===== src/rtl/uart_pkg.sv =====
// Shared UART definitions: receive FSM state encoding and default timing
// parameters, used by both the RX sampler and the future TX serialiser.
package uart_pkg;

    typedef enum logic [2:0] {
        IDLE,
        START,
        DATA,
        STOP,
        WAIT_IDLE
    } rx_state_t;

    localparam int unsigned UART_OVERSAMPLE = 16;
    localparam int unsigned UART_CLK_DIV    = 27;

endpackage


===== src/rtl/uart_baud_tick.sv =====
// Sample-tick generator: one-cycle tick every CLK_DIV enabled cycles.
// The clear input realigns the phase to an external event such as a start edge.
module uart_baud_tick
    import uart_pkg::*;
#(
    parameter int unsigned CLK_DIV = UART_CLK_DIV
) (
    input  logic internal_clk,
    input  logic rst,
    input  logic clear,
    input  logic en,
    output logic tick
);

    localparam int unsigned DW = $clog2(CLK_DIV);
    localparam logic [DW-1:0] DIV_LAST = DW'(CLK_DIV - 1);

    logic [DW-1:0] div_q, div_d;

    assign tick = en && (div_q == DIV_LAST);

    always_comb begin
        div_d = div_q;
        if (clear) begin
            div_d = '0;
        end else if (en) begin
            div_d = tick ? '0 : div_q + DW'(1);
        end
    end

    always_ff @(posedge internal_clk) begin
        if (rst) begin
            div_q <= '0;
        end else begin
            div_q <= div_d;
        end
    end

endmodule


===== src/rtl/uart_rx_sampler.sv =====
// UART receive front end: oversamples an asynchronous serial line and emits one
// (bit_out, bit_strobe) pair per data bit, plus frame_done / frame_error pulses.
module uart_rx_sampler
    import uart_pkg::*;
#(
    parameter int unsigned word_size  = 8,
    parameter int unsigned OVERSAMPLE = UART_OVERSAMPLE,
    parameter int unsigned CLK_DIV    = UART_CLK_DIV
) (
    input  logic internal_clk,
    input  logic rst,
    input  logic rx_line,
    output logic bit_out,
    output logic bit_strobe,
    output logic frame_done,
    output logic frame_error,
    output logic busy
);

    localparam int unsigned SW = $clog2(OVERSAMPLE);
    localparam int unsigned BW = (word_size > 1) ? $clog2(word_size) : 1;
    localparam logic [SW-1:0] SAMPLE_MID  = SW'(OVERSAMPLE / 2 - 1);
    localparam logic [SW-1:0] SAMPLE_LAST = SW'(OVERSAMPLE - 1);
    localparam logic [BW-1:0] BIT_LAST    = BW'(word_size - 1);

    rx_state_t state_q, state_d;

    logic          rx_meta_q, rx_s_q;
    logic [SW-1:0] sample_q, sample_d;
    logic [BW-1:0] bit_idx_q, bit_idx_d;
    logic          bit_out_q, bit_out_d;
    logic          strobe_pend_q, strobe_pend_d;
    logic          bit_strobe_q;
    logic          frame_done_q, frame_done_d;
    logic          frame_error_q, frame_error_d;

    logic tick, div_clear, div_en;

    assign div_en    = (state_q != IDLE);
    assign div_clear = (state_q == IDLE) && !rx_s_q;

    uart_baud_tick #(
        .CLK_DIV(CLK_DIV)
    ) u_baud_tick (
        .internal_clk(internal_clk),
        .rst         (rst),
        .clear       (div_clear),
        .en          (div_en),
        .tick        (tick)
    );

    always_ff @(posedge internal_clk) begin
        if (rst) begin
            rx_meta_q <= 1'b1;
            rx_s_q    <= 1'b1;
        end else begin
            rx_meta_q <= rx_line;
            rx_s_q    <= rx_meta_q;
        end
    end

    always_comb begin
        state_d       = state_q;
        sample_d      = sample_q;
        bit_idx_d     = bit_idx_q;
        bit_out_d     = bit_out_q;
        strobe_pend_d = 1'b0;
        frame_done_d  = 1'b0;
        frame_error_d = 1'b0;

        if (tick) begin
            sample_d = (sample_q == SAMPLE_LAST) ? '0 : sample_q + SW'(1);
        end

        unique case (state_q)
            IDLE: begin
                if (!rx_s_q) begin
                    state_d   = START;
                    sample_d  = '0;
                    bit_idx_d = '0;
                end
            end
            START: begin
                if (tick && sample_q == SAMPLE_MID) begin
                    if (rx_s_q) begin
                        state_d = IDLE;
                    end else begin
                        state_d  = DATA;
                        sample_d = '0;
                    end
                end
            end
            DATA: begin
                // bit_out is registered here; the strobe follows one cycle later
                // so the downstream shift register always sees settled data.
                if (tick && sample_q == SAMPLE_LAST) begin
                    bit_out_d     = rx_s_q;
                    strobe_pend_d = 1'b1;
                    if (bit_idx_q == BIT_LAST) begin
                        bit_idx_d = '0;
                        state_d   = STOP;
                    end else begin
                        bit_idx_d = bit_idx_q + BW'(1);
                    end
                end
            end
            STOP: begin
                if (tick && sample_q == SAMPLE_LAST) begin
                    if (rx_s_q) begin
                        frame_done_d = 1'b1;
                        state_d      = IDLE;
                    end else begin
                        frame_error_d = 1'b1;
                        state_d       = WAIT_IDLE;
                    end
                end
            end
            WAIT_IDLE: begin
                if (rx_s_q) begin
                    state_d = IDLE;
                end
            end
            default: state_d = IDLE;
        endcase
    end

    always_ff @(posedge internal_clk) begin
        if (rst) begin
            state_q       <= IDLE;
            sample_q      <= '0;
            bit_idx_q     <= '0;
            bit_out_q     <= 1'b0;
            strobe_pend_q <= 1'b0;
            bit_strobe_q  <= 1'b0;
            frame_done_q  <= 1'b0;
            frame_error_q <= 1'b0;
        end else begin
            state_q       <= state_d;
            sample_q      <= sample_d;
            bit_idx_q     <= bit_idx_d;
            bit_out_q     <= bit_out_d;
            strobe_pend_q <= strobe_pend_d;
            bit_strobe_q  <= strobe_pend_q;
            frame_done_q  <= frame_done_d;
            frame_error_q <= frame_error_d;
        end
    end

    assign bit_out     = bit_out_q;
    assign bit_strobe  = bit_strobe_q;
    assign frame_done  = frame_done_q;
    assign frame_error = frame_error_q;
    assign busy        = (state_q != IDLE);

endmodule


===== config.mk =====
export PLATFORM = sky130hd
export DESIGN_NAME = uart_rx_sampler
export DESIGN_NICKNAME = d
export VERILOG_FILES = /design/src/rtl/uart_pkg.sv /design/src/rtl/uart_baud_tick.sv /design/src/rtl/uart_rx_sampler.sv
export SDC_FILE = /design/constraint.sdc
export NUM_CORES = 1
export LEC_CHECK = 0
export ABC_CLOCK_PERIOD_IN_PS = 6300
export CAP_MARGIN = 30
export CORE_ASPECT_RATIO = 0.8
export CORE_MARGIN = 2
export CORE_UTILIZATION = 38
export CTS_BUF_LIST = sky130_fd_sc_hd__clkbuf_4 sky130_fd_sc_hd__clkbuf_8 sky130_fd_sc_hd__clkbuf_16
export CTS_CLUSTER_DIAMETER = 80
export CTS_CLUSTER_SIZE = 8
export DETAILED_ROUTE_END_ITERATION = 6
export GPL_ROUTABILITY_DRIVEN = 0
export GPL_TIMING_DRIVEN = 0
export PLACE_DENSITY = 0.57
export SKIP_CTS_REPAIR_TIMING = 1
export SLEW_MARGIN = 20
export SYNTH_ARGS = -nofsm -noshare
export SYNTH_HDL_FRONTEND = slang
export SYNTH_HIERARCHICAL = 1
export SYNTH_SLANG_ARGS = --single-unit

===== constraint.sdc =====
create_clock -name internal_clk -period 6.3 [get_ports internal_clk]
set_clock_uncertainty 0.2 [all_clocks]
set_input_delay 0.63 -clock internal_clk [delete_from_list [all_inputs] [get_ports internal_clk]]
set_output_delay 0.63 -clock internal_clk [all_outputs]
set_load 0.01 [all_outputs]

==> results of run 1 <==
[critical path, stage by stage (launching register included)]
cell,delay [ps]
dfxtp_1,330
buf_2,190
nor2_1,320
nand2_1,270
clkdlybuf4s50_1,540
[cells by family (layout without fill, tap and decap cells)]
group | Yosys count | in the layout | synth area share
AOI/OAI and AO/OA | 25 | 25 | 0.173
xor gates and xnor gates | 1 | 1 | 0.00765
adders and majority gates | 5 | 5 | 0.0546
buffers and inverters | 10 | 20 | 0.0525
DFF | 22 | 22 | 0.385
muxes | 2 | 2 | 0.0175
and+or+nand+nor | 58 | 58 | 0.310
[flip-flops by register name, summed over array words and instances, names as in the netlist, 3 cells and up]
register	flops
sample_q	4
state_q	3
bit_idx_q	3
u_baud_tick/div_q	5
[synthesized netlist by cell type, types with 3 or more instances]
| cell | instances | area (um2) |
|---|---|---|
| o31ai_1 | 3 | 22.5 |
| inv_1 | 3 | 11.3 |
| a21oi_1 | 4 | 20.0 |
| nor3b_1 | 4 | 30.0 |
| nor2b_1 | 4 | 25.0 |
| dfxtp_1 | 22 | 440 |
| a211oi_1 | 4 | 30.0 |
| nand2b_1 | 3 | 18.8 |
| nor2_1 | 9 | 33.8 |
| nand2_1 | 10 | 37.5 |
| ha_1 | 5 | 62.6 |
| nand3_1 | 3 | 15.0 |
| o21ai_0 | 3 | 15.0 |
| buf_2 | 3 | 15.0 |
| or3b_1 | 3 | 26.3 |
| nor3_1 | 5 | 25.0 |
[worst max path at each step]
| stage | to | slack (ps) | cells past startpoint |
|---|---|---|---|
| 5_1_grt | busy | 3410 | 4 |
| 4_1_cts | busy | 3550 | 4 |
| 3_3_place_gp | busy | 3840 | 4 |
| 3_5_place_dp | busy | 3850 | 4 |
| 6_report | busy | 3560 | 4 |
| 2_1_floorplan | sample_q[1] | 4140 | 9 |
[per-layer routing]
metal	vias up	GRT usage	share of wire
met2	17	0.238	0.42
li1	472	-	-
met4	0	0.0417	0.011
met3	5	0.0532	0.052
met5	-	0	0
met1	413	0.177	0.52
[final cells by class]
cell class | instances | area [um2]
clock buffers | 3 | 41.3
repair buffers | 7 | 70.1
well taps | 38 | 47.5
inverters | 3 | 11.3
multi-input cells | 91 | 644
flip-flops and latches | 22 | 440
plain buffers | 7 | 48.8
fillers | 281 | 1500
[per-stage QoR]
step	worst slack [ps]	instances
2_1_floorplan	4140	123
3_3_place_gp	3840	168
3_5_place_dp	3850	168
4_1_cts	3550	171
5_1_grt	3410	171
6_report	3560	171
[power groups by stage]
| stage | clock network (W) | registers (W) | logic, W |
|---|---|---|---|
| floorplan | 0 | 0.000144 | 0.00000862 |
| global placement | 0 | 0.000145 | 0.0000123 |
| detailed placement | 0 | 0.000144 | 0.0000125 |
| CTS | 0.0000902 | 0.000141 | 0.0000125 |
| global route | 0.0000962 | 0.000141 | 0.0000139 |
| finish | 0.0000862 | 0.000141 | 0.0000124 |
==> impl_metrics.toml, run 1 <==
[drt]
postRouteWirelength_um = 2100
wl_per_cell_um = 12.3
viasPerCell = 5.30
antenna_left = 0
drt-initial-drc-count = 55
drc_errors = 0
dr.pass1.iters = 4
vias = 907

[setup_path]
worstRegToRegCells = 9
cp_max_fo = 10
end_kind = "primary output"
start_kind = "flop"
critical_path_class = "reg -> out"
rrSetupSlack_ps = 3830
r2r-start = "state_q[0]"
rr_endpoint = "sample_q[2]"
worstSetupStartpoint = "state_q[0]"
crit_required_ps = 5470
worstPathArrival_ps = 1910

[logic_synthesis]
synth_edf_count = 0
synth_fp_nets = 131
ys_ff_latch = 22
syn_inst = 123
syn_area_per_cell_um2 = 9.31
async_flop_share = 0
synth_flop_cell = "dfxtp_1"
synth_cell_types = 43
syn_area_um2 = 1140
synth_warnings = 6
yosysSeqAreaShare = 0.385

[sta]
tns_ps = 0
clock.fmax_mhz = 365
fin_crit_sh = 0.434
slew_violations = 0
final-hold-violation-count = 0
rsz0062_at_grt = "no"
tightest_slew_ps = 461
setup_viol = 0
maxSlewHeadroom = 0.692
whs_ps = 214
period_minus_slack_ps = 2740

[floorplan]
start_util = 0.408
design.core.area_um2 = 2810
dieArea_um2 = 3470
num_rows = 17
die_height_um = 53.1
fp.dieW_um = 65.4
io_pins = 8

[job]
drv_cap = 0

[power_and_ir_drop]
cellPowerDensity_nw_per_um2 = 184
seqPwrFrac = 0.589
power.internal_w = 0.000188
comb_power_share = 0.052
p_switching_w = 0.0000516
power.total_w = 0.000240
pwr-share-clk = 0.360
p_leak_nw = 0.469
irDropWorstVdd_v = 0.0000935
switching_share = 0.215

[worst_hold_path]
hold_start = "rx_meta_q"
hold_depth = 1
worstHoldPathType = "reg -> reg"
min_to = "rx_s_q"

[layout]
syn_to_final_growth_pct = 13.9
postLayoutCellArea_um2 = 1300
final_cell_mix = "dfxtp_1, nand2_1, nor2_1"
post-route-util = 0.464
nets = 143
diodes = 0
layout-drive-gt1-share = 0.150
final_common_cell = "dfxtp_1"

[global_routing]
grt_pass1_wl_um = 3800
overflow = 0
grt_max_degree = 12
antenna_found_initial = 0
grt_pass1_vias = 886
grt_usage = 0.144

[place]
dpl_cell_area_um2 = 1260
port_buffers = 7
hpwl_um = 1500

[clock_tree]
clock_latency_ps = 260
h-tree-depth = 1
clock-root-buffer = "clkbuf_8"
tritoncts = "done"
cts_buffers = 3
cts.sinks = 22
path_clk_slew_ps = 80
cts_max_path_buffers = 2

[status]
status = "finished clean"
No activity file was read; power rests on OpenSTA's default activity.
==> run 2: changes to the inputs <==
--- a/config.mk
+++ b/config.mk
@@ -5,7 +5,7 @@
 export SDC_FILE = /design/constraint.sdc
 export NUM_CORES = 1
 export LEC_CHECK = 0
-export ABC_CLOCK_PERIOD_IN_PS = 6300
+export ABC_CLOCK_PERIOD_IN_PS = 2730
 export CAP_MARGIN = 30
 export CORE_ASPECT_RATIO = 0.8
 export CORE_MARGIN = 2
==> constraint.sdc (replaced) <==
create_clock -name internal_clk -period 2.73 [get_ports internal_clk]
set_clock_uncertainty 0.2 [all_clocks]
set_input_delay 0.273 -clock internal_clk [delete_from_list [all_inputs] [get_ports internal_clk]]
set_output_delay 0.273 -clock internal_clk [all_outputs]
set_load 0.01 [all_outputs]
==> results of run 2 <==
Same layout as run 1 (identical final DEF). Status: finished clean.
Among the figures that moved: setup slack after placement 3850 ps -> 293 ps; setup slack after layout 3560 ps -> 263 ps; end point of the critical path busy -> sample_q[2]; register-to-register setup slack 3830 ps -> 260 ps; total power 0.000240 W -> 0.000553 W; worst IR drop on VDD 0.0000935 V -> 0.000216 V
==> run 3: changes to the inputs <==
--- a/config.mk
+++ b/config.mk
@@ -5,9 +5,9 @@
 export SDC_FILE = /design/constraint.sdc
 export NUM_CORES = 1
 export LEC_CHECK = 0
-export ABC_CLOCK_PERIOD_IN_PS = 2730
+export ABC_CLOCK_PERIOD_IN_PS = 2750
 export CAP_MARGIN = 30
-export CORE_ASPECT_RATIO = 0.8
+export CORE_ASPECT_RATIO = 0.75
 export CORE_MARGIN = 2
 export CORE_UTILIZATION = 38
 export CTS_BUF_LIST = sky130_fd_sc_hd__clkbuf_4 sky130_fd_sc_hd__clkbuf_8 sky130_fd_sc_hd__clkbuf_16
@@ -17,6 +17,7 @@
 export GPL_ROUTABILITY_DRIVEN = 0
 export GPL_TIMING_DRIVEN = 0
 export PLACE_DENSITY = 0.57
+export RECOVER_POWER = 100
 export SKIP_CTS_REPAIR_TIMING = 1
 export SLEW_MARGIN = 20
 export SYNTH_ARGS = -nofsm -noshare
==> constraint.sdc (replaced) <==
create_clock -name internal_clk -period 2.75 [get_ports internal_clk]
set_clock_uncertainty 0.2 [all_clocks]
set_input_delay 0.275 -clock internal_clk [delete_from_list [all_inputs] [get_ports internal_clk]]
set_output_delay 0.275 -clock internal_clk [all_outputs]
set_load 0.01 [all_outputs]
==> run 3 against run 2 <==
Combinational power down 7.7%. Routed wire length grew 2.1%. Hold slack got worse by 4.4 ps. Largest cell class unchanged. Critical path type unchanged.
==> impl_metrics.toml, run 3 (synthesized netlist as in run 1, its figures left out) <==
[drt]
drc_errors = 0
postRouteWirelength_um = 2150
drt-initial-drc-count = 63
viasPerCell = 5.22
wl_per_cell_um = 12.5
dr.pass1.iters = 4
vias = 892
antenna_left = 0

[floorplan]
design.core.area_um2 = 2910
die_height_um = 51.5
io_pins = 8
num_rows = 17
fp.dieW_um = 67.4
start_util = 0.393
dieArea_um2 = 3470

[global_routing]
grt_pass1_wl_um = 3770
overflow = 0
grt_pass1_vias = 833
grt_usage = 0.145
grt_max_degree = 12
antenna_found_initial = 0

[layout]
fillers = 282
syn_to_final_growth_pct = 12.7
reg_top3 = "u_baud_tick/div_q x5, sample_q x4"
diodes = 0
final_cell_mix = "dfxtp_1, nand2_1, nor2_1"
nets = 143
largest_reg_flops = 5
final_common_cell = "dfxtp_1"
layout-drive-gt1-share = 0.120
register_area_um2 = 440
multi_input_area_um2 = 639
top_register = "u_baud_tick/div_q"

[clock_tree]
clock_latency_ps = 260
clock-root-buffer = "clkbuf_8"
tritoncts = "done"
path_clk_slew_ps = 70
cts.sinks = 22
cts_max_path_buffers = 2
cts_buffers = 3
h-tree-depth = 1

[sta]
slew_violations = 0
period_minus_slack_ps = 2500
tightest_slew_ps = 498
tns_ps = 0
layout_setup_ws_ps = 246
fin_crit_sh = 0.910
rsz0062_at_grt = "no"
maxSlewHeadroom = 0.668
clock.fmax_mhz = 399
final-hold-violation-count = 0
setup_viol = 0

[setup_path]
worstPathArrival_ps = 2450
end_kind = "flop"
critical_path_class = "reg -> reg"
crit_required_ps = 2700
cp_max_fo = 10
start_kind = "flop"

[power_and_ir_drop]
irDropWorstVdd_v = 0.000219
p_leak_nw = 0.478
cellPowerDensity_nw_per_um2 = 421

[place]
hpwl_um = 1500
pre_cts_ws_ps = 318
port_buffers = 7

[worst_hold_path]
worstHoldPathType = "reg -> reg"

[status]
status = "finished clean"

[job]
drv_cap = 0
## run 3: through the flow
stage | util | instance area [um2] | total power (W) | hold slack [ps] | std cells
floorplan | - | 1140 | 0.000350 | 179 | 123
global placement | 0.433 | 1260 | 0.000359 | 193 | 168
detailed placement | 0.433 | 1260 | 0.000359 | 193 | 168
CTS | 0.447 | 1300 | 0.000554 | 212 | 171
global route | 0.443 | 1290 | 0.000568 | 232 | 171
finish | 0.443 | 1290 | 0.000542 | 210 | 171
## run 3: path summary, 6_finish.rpt
check	startpoint	end	slack (ps)	cells past startpoint
hold / removal	rx_meta_q	rx_s_q	210	1
hold reg to reg	rx_meta_q	rx_s_q	210	1
setup reg to reg	state_q[0]	bit_idx_q[1]	250	9
setup / recovery	state_q[0]	bit_idx_q[1]	250	9
## run 3: critical path: stages, from the launching register on
cell and delay [ps]:
dfxtp_1 340, buf_2 230, nor2_1 140, nand2_1 250
nand2_1 110, nor2_1 120, buf_4 170, and4_1 300
nand2_1 150, a221o_2 380
## run 3: final cells by class
type,instances,share of cell area
multi-input cells,91,0.496
repair buffers,7,0.0543
plain buffers,7,0.0310
flip-flops and latches,22,0.341
inverters,3,0.00873
clock buffers,3,0.0320
well taps,38,0.0369
## run 3: power by group
group	switching [W]	leakage (nW)	internal [W]	total, W
logic	0.0000159	0.278	0.0000105	0.0000264
registers	0.00000267	0.178	0.000321	0.000324
clock network	0.0000949	0.0216	0.0000976	0.000193
total	0.000114	0.478	0.000429	0.000542
## run 3: routing by layer
metal	global-route usage	vias up	wire length [um]
met5	0	-	0
met4	0.0408	0	17
met3	0.0519	2	73
met2	0.213	10	843
met1	0.199	413	1210
li1	-	467	-
